<file path="config.mk">
export PLATFORM = sky130hd
export DESIGN_NAME = ps2_keyboard_fifo
export DESIGN_NICKNAME = d
export VERILOG_FILES = /design/src/rtl/ps2_keyboard_fifo.sv
export SDC_FILE = /design/constraint.sdc
export NUM_CORES = 1
export LEC_CHECK = 0
export BUFFER_PORTS_ARGS = -buffer_cell sky130_fd_sc_hd__buf_2
export CORE_ASPECT_RATIO = 0.75
export CORE_MARGIN = 8
export CORE_UTILIZATION = 45
export CTS_BUF_LIST = sky130_fd_sc_hd__clkbuf_8
export CTS_CLUSTER_SIZE = 14
export DETAILED_ROUTE_END_ITERATION = 8
export GPL_TIMING_DRIVEN = 0
export MAX_ROUTING_LAYER = met4
export PLACE_DENSITY = 0.76
export SYNTH_ARGS = -nofsm -noshare
export SYNTH_HDL_FRONTEND = slang
export SYNTH_SLANG_ARGS = --single-unit
</file>
<file path="constraint.sdc">
create_clock -name wb_clk_i -period 5.98 [get_ports wb_clk_i]
set_clock_uncertainty 0.05 [all_clocks]
set_input_delay 0.299 -clock wb_clk_i [delete_from_list [all_inputs] [get_ports wb_clk_i]]
set_output_delay 0.299 -clock wb_clk_i [all_outputs]
set_load 0.01 [all_outputs]
</file>
<file path="src/rtl/ps2_keyboard_fifo.sv">
// PS/2 keyboard receiver: synchronised and debounced PS/2 lines, frame decoder,
// scancode FIFO and a small Wishbone register file (DATA, STATUS, CTRL).
module ps2_keyboard_fifo #(
  parameter int FIFO_DEPTH      = 8,
  parameter int DEBOUNCE_CYCLES = 20,
  parameter int TIMEOUT_CYCLES  = 50000
) (
  input  logic        wb_clk_i,
  input  logic        wb_rst_i,
  input  logic        wb_cyc_i,
  input  logic        wb_stb_i,
  input  logic        wb_we_i,
  input  logic [31:0] wb_adr_i,
  input  logic [31:0] wb_dat_i,
  input  logic [3:0]  wb_sel_i,
  output logic [31:0] wb_dat_o,
  output logic        wb_ack_o,
  output logic        wb_err_o,
  input  logic        PS2_CLK,
  input  logic        PS2_DATA,
  output logic        irq_o
);

  localparam int AW  = (FIFO_DEPTH > 1) ? $clog2(FIFO_DEPTH) : 1;
  localparam int CW  = AW + 1;
  localparam int DBW = (DEBOUNCE_CYCLES > 1) ? $clog2(DEBOUNCE_CYCLES + 1) : 1;
  localparam int TOW = $clog2(TIMEOUT_CYCLES + 1);
  localparam logic [DBW-1:0] DB_LAST = DBW'(DEBOUNCE_CYCLES - 1);
  localparam logic [TOW-1:0] TO_LAST = TOW'(TIMEOUT_CYCLES - 1);
  localparam logic [CW-1:0]  DEPTH_C = CW'(FIFO_DEPTH);

  typedef enum logic [1:0] {S_IDLE, S_DATA, S_PARITY, S_STOP} state_t;

  // Line conditioning: index 0 is PS2_CLK, index 1 is PS2_DATA
  logic [1:0]     r_sync0, r_sync1, r_filt;
  logic [DBW-1:0] r_dbc [2];
  logic           r_clk_d;

  // Frame decoder
  state_t         r_state, w_state_nxt;
  logic [2:0]     r_bitcnt;
  logic [TOW-1:0] r_tocnt;
  logic [7:0]     r_shift;
  logic           r_parbit;
  logic           r_push;
  logic [7:0]     r_push_byte;

  // FIFO and registers
  logic [7:0]     r_mem [FIFO_DEPTH];
  logic [AW-1:0]  r_wptr, r_rptr;
  logic [CW-1:0]  r_count;
  logic           r_ovf, r_perr, r_ferr;
  logic           r_en, r_irq_en;
  logic           r_ack, r_err, r_irq;
  logic [31:0]    r_dat_o;

  logic           w_strike, w_ps2d, w_to_hit, w_to_abort;
  logic           w_stop_strike, w_timeout, w_par_ok, w_stop_ok;
  logic           w_access, w_rd, w_wr;
  logic [1:0]     w_off;
  logic           w_empty, w_full, w_pop, w_push, w_push_try, w_flush;
  logic           w_ovf_set, w_perr_set, w_ferr_set, w_clr_status;
  logic [31:0]    w_rdata;
  logic           w_unused;

  assign w_unused = ^{wb_sel_i, wb_adr_i[31:4], wb_adr_i[1:0], wb_dat_i[31:5]};

  always_ff @(posedge wb_clk_i or posedge wb_rst_i) begin
    if (wb_rst_i) begin
      r_sync0  <= 2'b11;
      r_sync1  <= 2'b11;
      r_filt   <= 2'b11;
      r_dbc[0] <= '0;
      r_dbc[1] <= '0;
      r_clk_d  <= 1'b1;
    end else begin
      r_sync0 <= {PS2_DATA, PS2_CLK};
      r_sync1 <= r_sync0;
      for (int i = 0; i < 2; i++) begin
        if (r_sync1[i] == r_filt[i]) begin
          r_dbc[i] <= '0;
        end else if (r_dbc[i] == DB_LAST) begin
          r_filt[i] <= r_sync1[i];
          r_dbc[i]  <= '0;
        end else begin
          r_dbc[i] <= r_dbc[i] + 1'b1;
        end
      end
      r_clk_d <= r_filt[0];
    end
  end

  assign w_strike   = r_clk_d & ~r_filt[0];
  assign w_ps2d     = r_filt[1];
  assign w_to_hit   = (r_tocnt == TO_LAST);
  assign w_to_abort = (r_state != S_IDLE) & ~w_strike & w_to_hit;
  assign w_par_ok   = ^{r_shift, r_parbit};
  assign w_stop_ok  = w_ps2d;

  always_ff @(posedge wb_clk_i or posedge wb_rst_i) begin
    if (wb_rst_i) r_state <= S_IDLE;
    else          r_state <= w_state_nxt;
  end

  always_comb begin
    w_state_nxt   = r_state;
    w_stop_strike = 1'b0;
    w_timeout     = 1'b0;
    if (!r_en) begin
      w_state_nxt = S_IDLE;
    end else if (w_to_abort) begin
      w_state_nxt = S_IDLE;
      w_timeout   = 1'b1;
    end else begin
      case (r_state)
        S_IDLE:   if (w_strike && !w_ps2d) w_state_nxt = S_DATA;
        S_DATA:   if (w_strike && r_bitcnt == 3'd7) w_state_nxt = S_PARITY;
        S_PARITY: if (w_strike) w_state_nxt = S_STOP;
        S_STOP: begin
          if (w_strike) begin
            w_state_nxt   = S_IDLE;
            w_stop_strike = 1'b1;
          end
        end
        default:  w_state_nxt = S_IDLE;
      endcase
    end
  end

  always_ff @(posedge wb_clk_i or posedge wb_rst_i) begin
    if (wb_rst_i) begin
      r_bitcnt <= '0;
      r_tocnt  <= '0;
      r_push   <= 1'b0;
    end else begin
      if (r_state != S_DATA)  r_bitcnt <= '0;
      else if (w_strike)      r_bitcnt <= r_bitcnt + 1'b1;
      if (w_state_nxt == S_IDLE || w_strike) r_tocnt <= '0;
      else                                   r_tocnt <= r_tocnt + 1'b1;
      r_push <= w_stop_strike & w_par_ok & w_stop_ok;
    end
  end

  // Frame payload carries no reset; the control path decides when it is used
  always_ff @(posedge wb_clk_i) begin
    if (w_strike && r_state == S_DATA)   r_shift  <= {w_ps2d, r_shift[7:1]};
    if (w_strike && r_state == S_PARITY) r_parbit <= w_ps2d;
    r_push_byte <= r_shift;
  end

  assign w_access     = wb_cyc_i & wb_stb_i & ~r_ack & ~r_err;
  assign w_off        = wb_adr_i[3:2];
  assign w_rd         = w_access & ~wb_we_i;
  assign w_wr         = w_access & wb_we_i;
  assign w_empty      = (r_count == '0);
  assign w_full       = (r_count == DEPTH_C);
  assign w_pop        = w_rd & (w_off == 2'd0) & ~w_empty;
  assign w_flush      = w_wr & (w_off == 2'd2) & wb_dat_i[2];
  assign w_push_try   = r_push & r_en;
  assign w_push       = w_push_try & (~w_full | w_pop);
  assign w_ovf_set    = w_push_try & w_full & ~w_pop;
  assign w_perr_set   = w_stop_strike & ~w_par_ok;
  assign w_ferr_set   = (w_stop_strike & ~w_stop_ok) | w_timeout;
  assign w_clr_status = w_wr & (w_off == 2'd1);

  always_ff @(posedge wb_clk_i) begin
    if (w_push) r_mem[r_wptr] <= r_push_byte;
  end

  always_ff @(posedge wb_clk_i or posedge wb_rst_i) begin
    if (wb_rst_i) begin
      r_wptr  <= '0;
      r_rptr  <= '0;
      r_count <= '0;
    end else if (w_flush) begin
      r_wptr  <= '0;
      r_rptr  <= '0;
      r_count <= '0;
    end else begin
      if (w_push) r_wptr <= r_wptr + 1'b1;
      if (w_pop)  r_rptr <= r_rptr + 1'b1;
      case ({w_push, w_pop})
        2'b10:   r_count <= r_count + 1'b1;
        2'b01:   r_count <= r_count - 1'b1;
        default: r_count <= r_count;
      endcase
    end
  end

  // Sticky flags: a set in the same cycle as a W1C clear wins
  always_ff @(posedge wb_clk_i or posedge wb_rst_i) begin
    if (wb_rst_i) begin
      r_ovf    <= 1'b0;
      r_perr   <= 1'b0;
      r_ferr   <= 1'b0;
      r_en     <= 1'b1;
      r_irq_en <= 1'b0;
    end else begin
      r_ovf  <= w_ovf_set  | (r_ovf  & ~(w_clr_status & wb_dat_i[2]));
      r_perr <= w_perr_set | (r_perr & ~(w_clr_status & wb_dat_i[3]));
      r_ferr <= w_ferr_set | (r_ferr & ~(w_clr_status & wb_dat_i[4]));
      if (w_wr && w_off == 2'd2) begin
        r_en     <= wb_dat_i[0];
        r_irq_en <= wb_dat_i[1];
      end
    end
  end

  always_comb begin
    w_rdata = '0;
    case (w_off)
      2'd0: if (!w_empty) w_rdata = {23'b0, 1'b1, r_mem[r_rptr]};
      2'd1: w_rdata = {16'b0, 8'(r_count), 3'b0, r_ferr, r_perr, r_ovf, w_full, ~w_empty};
      2'd2: w_rdata = {30'b0, r_irq_en, r_en};
      default: w_rdata = '0;
    endcase
  end

  always_ff @(posedge wb_clk_i or posedge wb_rst_i) begin
    if (wb_rst_i) begin
      r_ack   <= 1'b0;
      r_err   <= 1'b0;
      r_dat_o <= '0;
      r_irq   <= 1'b0;
    end else begin
      r_ack   <= w_access & (w_off != 2'd3);
      r_err   <= w_access & (w_off == 2'd3);
      r_dat_o <= (w_rd && w_off != 2'd3) ? w_rdata : 32'd0;
      r_irq   <= r_irq_en & ~w_empty;
    end
  end

  assign wb_ack_o = r_ack;
  assign wb_err_o = r_err;
  assign wb_dat_o = r_dat_o;
  assign irq_o    = r_irq;

endmodule
</file>
Word level (Yosys, flattened, before mapping). Memories as Yosys holds them, arrays and structs flattened. Cells that the tools add are included.

Bits in registers: 106. Memory bits (writable): 64. Logic and storage cells: 153. Memories kept: 1.

Memories: r_mem (words 8, bits a word 8, rd ports 1, clocked after memory_dff 0, write ports 1, RTL line 49) `logic [7:0] r_mem [FIFO_DEPTH];`.

Add/subtract/negate cells: 8. Eq/ne operators: 17. Muxes and demuxes: 31. Bitwise logic cells: 50. Reduce and logical (&&, ||, !) cells: 20.

Operators with widths (count): $pmux W32 S3 (1); $mux W32 (1); $and A1 B1 Y1 (30); $mux W5 (4); $mux W3 (6); $add A16 B1 Y16 const B (1); $eq A16 B16 Y1 const B (1); $mux W16 (1); $not A1 Y1 (15); $mux W2 (6); $add A5 B1 Y5 const B (2); $eq A2 B2 Y1 const B (5); $eq A5 B5 Y1 const B (2); $add A3 B1 Y3 const B (3); $mux W9 (1); $reduce_xor A9 Y1 (1); $mux W1 (8); $pmux W2 S4 (1); $pmux W4 S2 (1); $reduce_bool A2 Y1 (4); $eq A2 B1 Y1 const B (3); $logic_and A1 B1 Y1 (6); $logic_not A2 Y1 (3); $or A1 B1 Y1 (5); other kinds (13) (15).

Longest topological paths before layout.
Word-level depth: 11. Mapped depth: 10. Mapped depth without buffers: 9.

Worst setup path before layout. No wires, ideal clock.

Kind: register -> register. Start point: register r_err (netlist: wb_err_o). End point: memory r_mem[2][0] (enable). Library setup time: 0.383 ns. Data arrival time: 2.058 ns. Path slack: 3.488 ns. Cell stages (with the launch flop): 6. Path buffers: 0. Clock period less this slack: 2.492 ns. Cells stage by stage: dfrtp_1 -> and4bb_2 -> nand4_2 -> a21oi_1 -> nand2_1 -> nor3_1.

Longest elaborated chain between the ends: 9.

Ends and longest elaborated chain: start: declaration (RTL line 54) `logic r_ack, r_err, r_irq;`; start signal: assignment (RTL line 227) `r_err <= w_access & (w_off == 2'd3);`; $not A1 Y1 (RTL line 151) `assign w_access = wb_cyc_i & wb_stb_i & ~r_ack & ~r_err;`; $and A1 B1 Y1 (RTL line 151); $and A1 B1 Y1 (RTL line 153) `assign w_rd = w_access & ~wb_we_i;`; $and A1 B1 Y1 (2 in a row) (RTL line 157) `assign w_pop = w_rd & (w_off == 2'd0) & ~w_empty;`; $or A1 B1 Y1 (RTL line 160) `assign w_push = w_push_try & (~w_full | w_pop);`; $and A1 B1 Y1 (RTL line 160); $mux W1 (RTL line 167) `if (w_push) r_mem[r_wptr] <= r_push_byte;`; $mux W1 (implied by the code) (RTL line 167); end: declaration (RTL line 49).

No other way between the ends.

Final worst setup path.
Start point: register r_en. End point: memory r_mem[3][4] (enable).

Longest elaborated chain between the ends: 4.

Ends and longest elaborated chain: start: declaration (RTL line 53) `logic r_en, r_irq_en;`; start signal: assignment (RTL line 203) `r_en <= wb_dat_i[0];`; $and A1 B1 Y1 (RTL line 159) `assign w_push_try = r_push & r_en;`; $and A1 B1 Y1 (RTL line 160); $mux W1 (RTL line 167); $mux W1 (implied by the code) (RTL line 167).

No other way between the ends.

==> out/qor.yml <==
clock_latency_ns: 0.43
yosys_register_bits: 150
initial_core_util_pct: 45.9
crit_type: "reg -> reg"
grt.total_usage_pct: 14.6
cts_sinks: 150
yosys_warnings: 0
path_buf_inv: 1
slowest_stage: "nor2_1"
die_y_um: 118
wirelength_mm: 12.0
rows: 37
io_pins: 110
tightest_slew_ns: 1.01
grt.overflow.total: 0
leakagePower_nw: 2.80
post_cts_buffers: 0
grt_pass1_vias: 3886
path_cells: "clkbuf_1 -> nand2_1 -> a21oi_1 -> nand2_1 -> nor2_1"
clk_pin_slew_ns: 0.08
syn_inst: 459
synthArstFlopShare_pct: 46.0
drc: 0
critPathLaunch: "r_en"
antenna_found_initial: 0
grt_start_max_net_pins: 40
worstPathRequired_ns: 5.98
hold_start: "wb_dat_i[1]"
endpoint_kind: "flip-flop"
viasPerCell: 5.18
hold_class: "in -> reg"
synth-edff-count: 73
numPortBuffers: 27
final_common_cell: "edfxtp_1"
fmax_mhz: 338
fillers: 1143
die-area_sq_um: 18000
core_area_sq_um: 13700
cp_common_cell: "nand2_1"
period_minus_slack_ns: 2.95
avgSynthCellArea_sq_um: 13.7
synthToLayoutAreaGrowth_pct: 14.9
cts_tree: "built"
cts_hold_buf: 3
cts-htree-levels: 4
yosys.area.top_type: "edfxtp_1"
drive_gt1_share_pct: 24.1
period_share_pct: 49.4
cpLargestDelayFamily: "simple AND/OR/NAND/NOR gates"
ys_seq_area_share_pct: 65.0
hpwl_mm: 8.26
setup_violations: 0
hold_ws_ns: 0.0471
nets: 614
synth_cell_type_count: 53
setup_tns_ns: 0
wl_per_cell_um: 16.8
ir_drop_mv: 0.171
finalHoldViolCount: 0
cts.path.max_buffers: 2
synth_flop_cell: "edfxtp_1"
path_max_fanout: 10
final_cell_mix: "edfxtp_1 (73), dfrtp_1 (61), nor2_1 (59), nand2_1 (35), buf_2 (31)"
synth.top_cell.area_share_pct: 34.9
rsz0062_at_grt: "false"
die_w_um: 152
startpoint_type: "flip-flop"
synthTopCellsByArea: "edfxtp_1 (35%), dfrtp_1 (24%), mux4_2 (5.7%), nor2_1 (3.5%), dfstp_2 (3.3%)"
slew_viol_final: 0
dr_total_vias: 3718
max_cap_viol_count: 0
diodes: 0
cts_buffers: 17
cts_resized: 0
reg2reg_from: "r_en"
relSlewSlack_pct: 32.7
powerDensity_nw_per_um2: 273
ant_nets: 0
cp.arrival_ns: 2.95
netlist_area_sq_um: 6290
grt_pass1_wl_mm: 20.4
root_buffer: "clkbuf_8"
cpPeakStageDelay_ns: 0.81
status: "finished clean"
place_congestion: 0.862
drt_iter0_markers: 250
first_pass_iters: 4
power breakdown:
group | leakage [nW] | switching, W | internal [W]
Sequential | 1.58 | 0.0000103 | 0.00109
Combinational | 0.994 | 0.0000383 | 0.0000289
Clock | 0.229 | 0.000356 | 0.000453
Total | 2.80 | 0.000405 | 0.00157
stage by stage:
| step | utilization (%) | cell area [sq um] | total power [W] | setup WS (ns) | std cells |
|---|---|---|---|---|---|
| global route | 52.7 | 7220 | 0.00205 | 2.88 | 718 |
| CTS | 52.6 | 7210 | 0.00199 | 2.92 | 717 |
| finish | 52.7 | 7220 | 0.00197 | 3.03 | 718 |
| floorplan | - | 6360 | 0.00116 | 3.49 | 478 |
| detailed placement | 49.3 | 6760 | 0.00118 | 2.93 | 682 |
| global placement | 49.0 | 6710 | 0.00118 | 2.57 | 680 |
synth_stat cells, types with 9 or more instances:
| library cell | number |
|---|---|
| buf_4 | 21 |
| nand3_1 | 12 |
| ha_1 | 9 |
| xor2_1 | 15 |
| xnor2_1 | 20 |
| a21oi_1 | 11 |
| nor2_1 | 59 |
| nand2_1 | 35 |
| nor3_1 | 12 |
| edfxtp_1 | 73 |
| mux4_2 | 16 |
| inv_1 | 9 |
| dfrtp_1 | 61 |
| mux2i_1 | 10 |
final timing paths:
check	endpoint	slack, ns	depth (start not counted)
worst max-delay path	r_mem[3][4]	3.03	5
worst max register to register	r_mem[3][4]	3.03	5
min in group asynchronous	r_tocnt[7]	0.45	3
worst min register to register	r_sync1[0]	0.30	0
worst min-delay path	r_irq_en	0.05	2
max in group asynchronous	r_en	4.72	4
worst register-to-register path, cell delays in order, from the launching register on:
cell	delay (ns)
dfstp_2	0.52
clkbuf_1	0.34
nand2_1	0.29
a21oi_1	0.37
nand2_1	0.20
nor2_1	0.81
state kept, by name, summed over array words and instances, names as in the netlist, 2 cells and up:
| signal | flops |
|---|---|
| r_tocnt | 16 |
| r_rptr | 3 |
| r_count | 4 |
| r_filt | 2 |
| r_wptr | 3 |
| r_bitcnt | 3 |
| r_push_byte | 8 |
| r_dbc | 10 |
| r_sync1 | 2 |
| r_mem | 64 |
| r_shift | 8 |
| wb_dat_o | 12 |
| r_sync0 | 2 |
| r_state | 2 |
logic make-up (layout without fill, tap and decap cells):
| family | count (synthesis) | count (layout) | synth area share [%] |
|---|---|---|---|
| and+or+nand+nor | 156 | 156 | 12.0 |
| DFF | 150 | 150 | 65.0 |
| buffers and inverters | 43 | 108 | 4.16 |
| xor gates and xnor gates | 35 | 35 | 4.88 |
| muxes | 34 | 34 | 8.80 |
| AOI/OAI and AO/OA | 31 | 31 | 3.32 |
| adders and majority gates | 9 | 9 | 1.79 |
| other | 1 | 20 | 0.0596 |
final cells by class:
type                    instances  area, sq um  area share (%)
flip-flops and latches        150         4090            56.6
multi-input cells             285         2030            28.1
clock buffers                  21          289            4.00
plain buffers                  34          228            3.15
well taps                     175          219            3.03
repair buffers                 33          200            2.77
clock inverters                11          134            1.85
inverters                       9         33.8           0.468
routing by layer:
| metal | up-vias | global-route usage (%) | share of wire, % |
|---|---|---|---|
| met1 | 1843 | 17.7 | 43 |
| met5 | - | - | 0 |
| met2 | 111 | 22.7 | 48 |
| met4 | 0 | 5.73 | 1.9 |
| li1 | 1746 | - | - |
| met3 | 18 | 4.40 | 6.6 |
No activity file was read; power rests on OpenSTA's default activity.
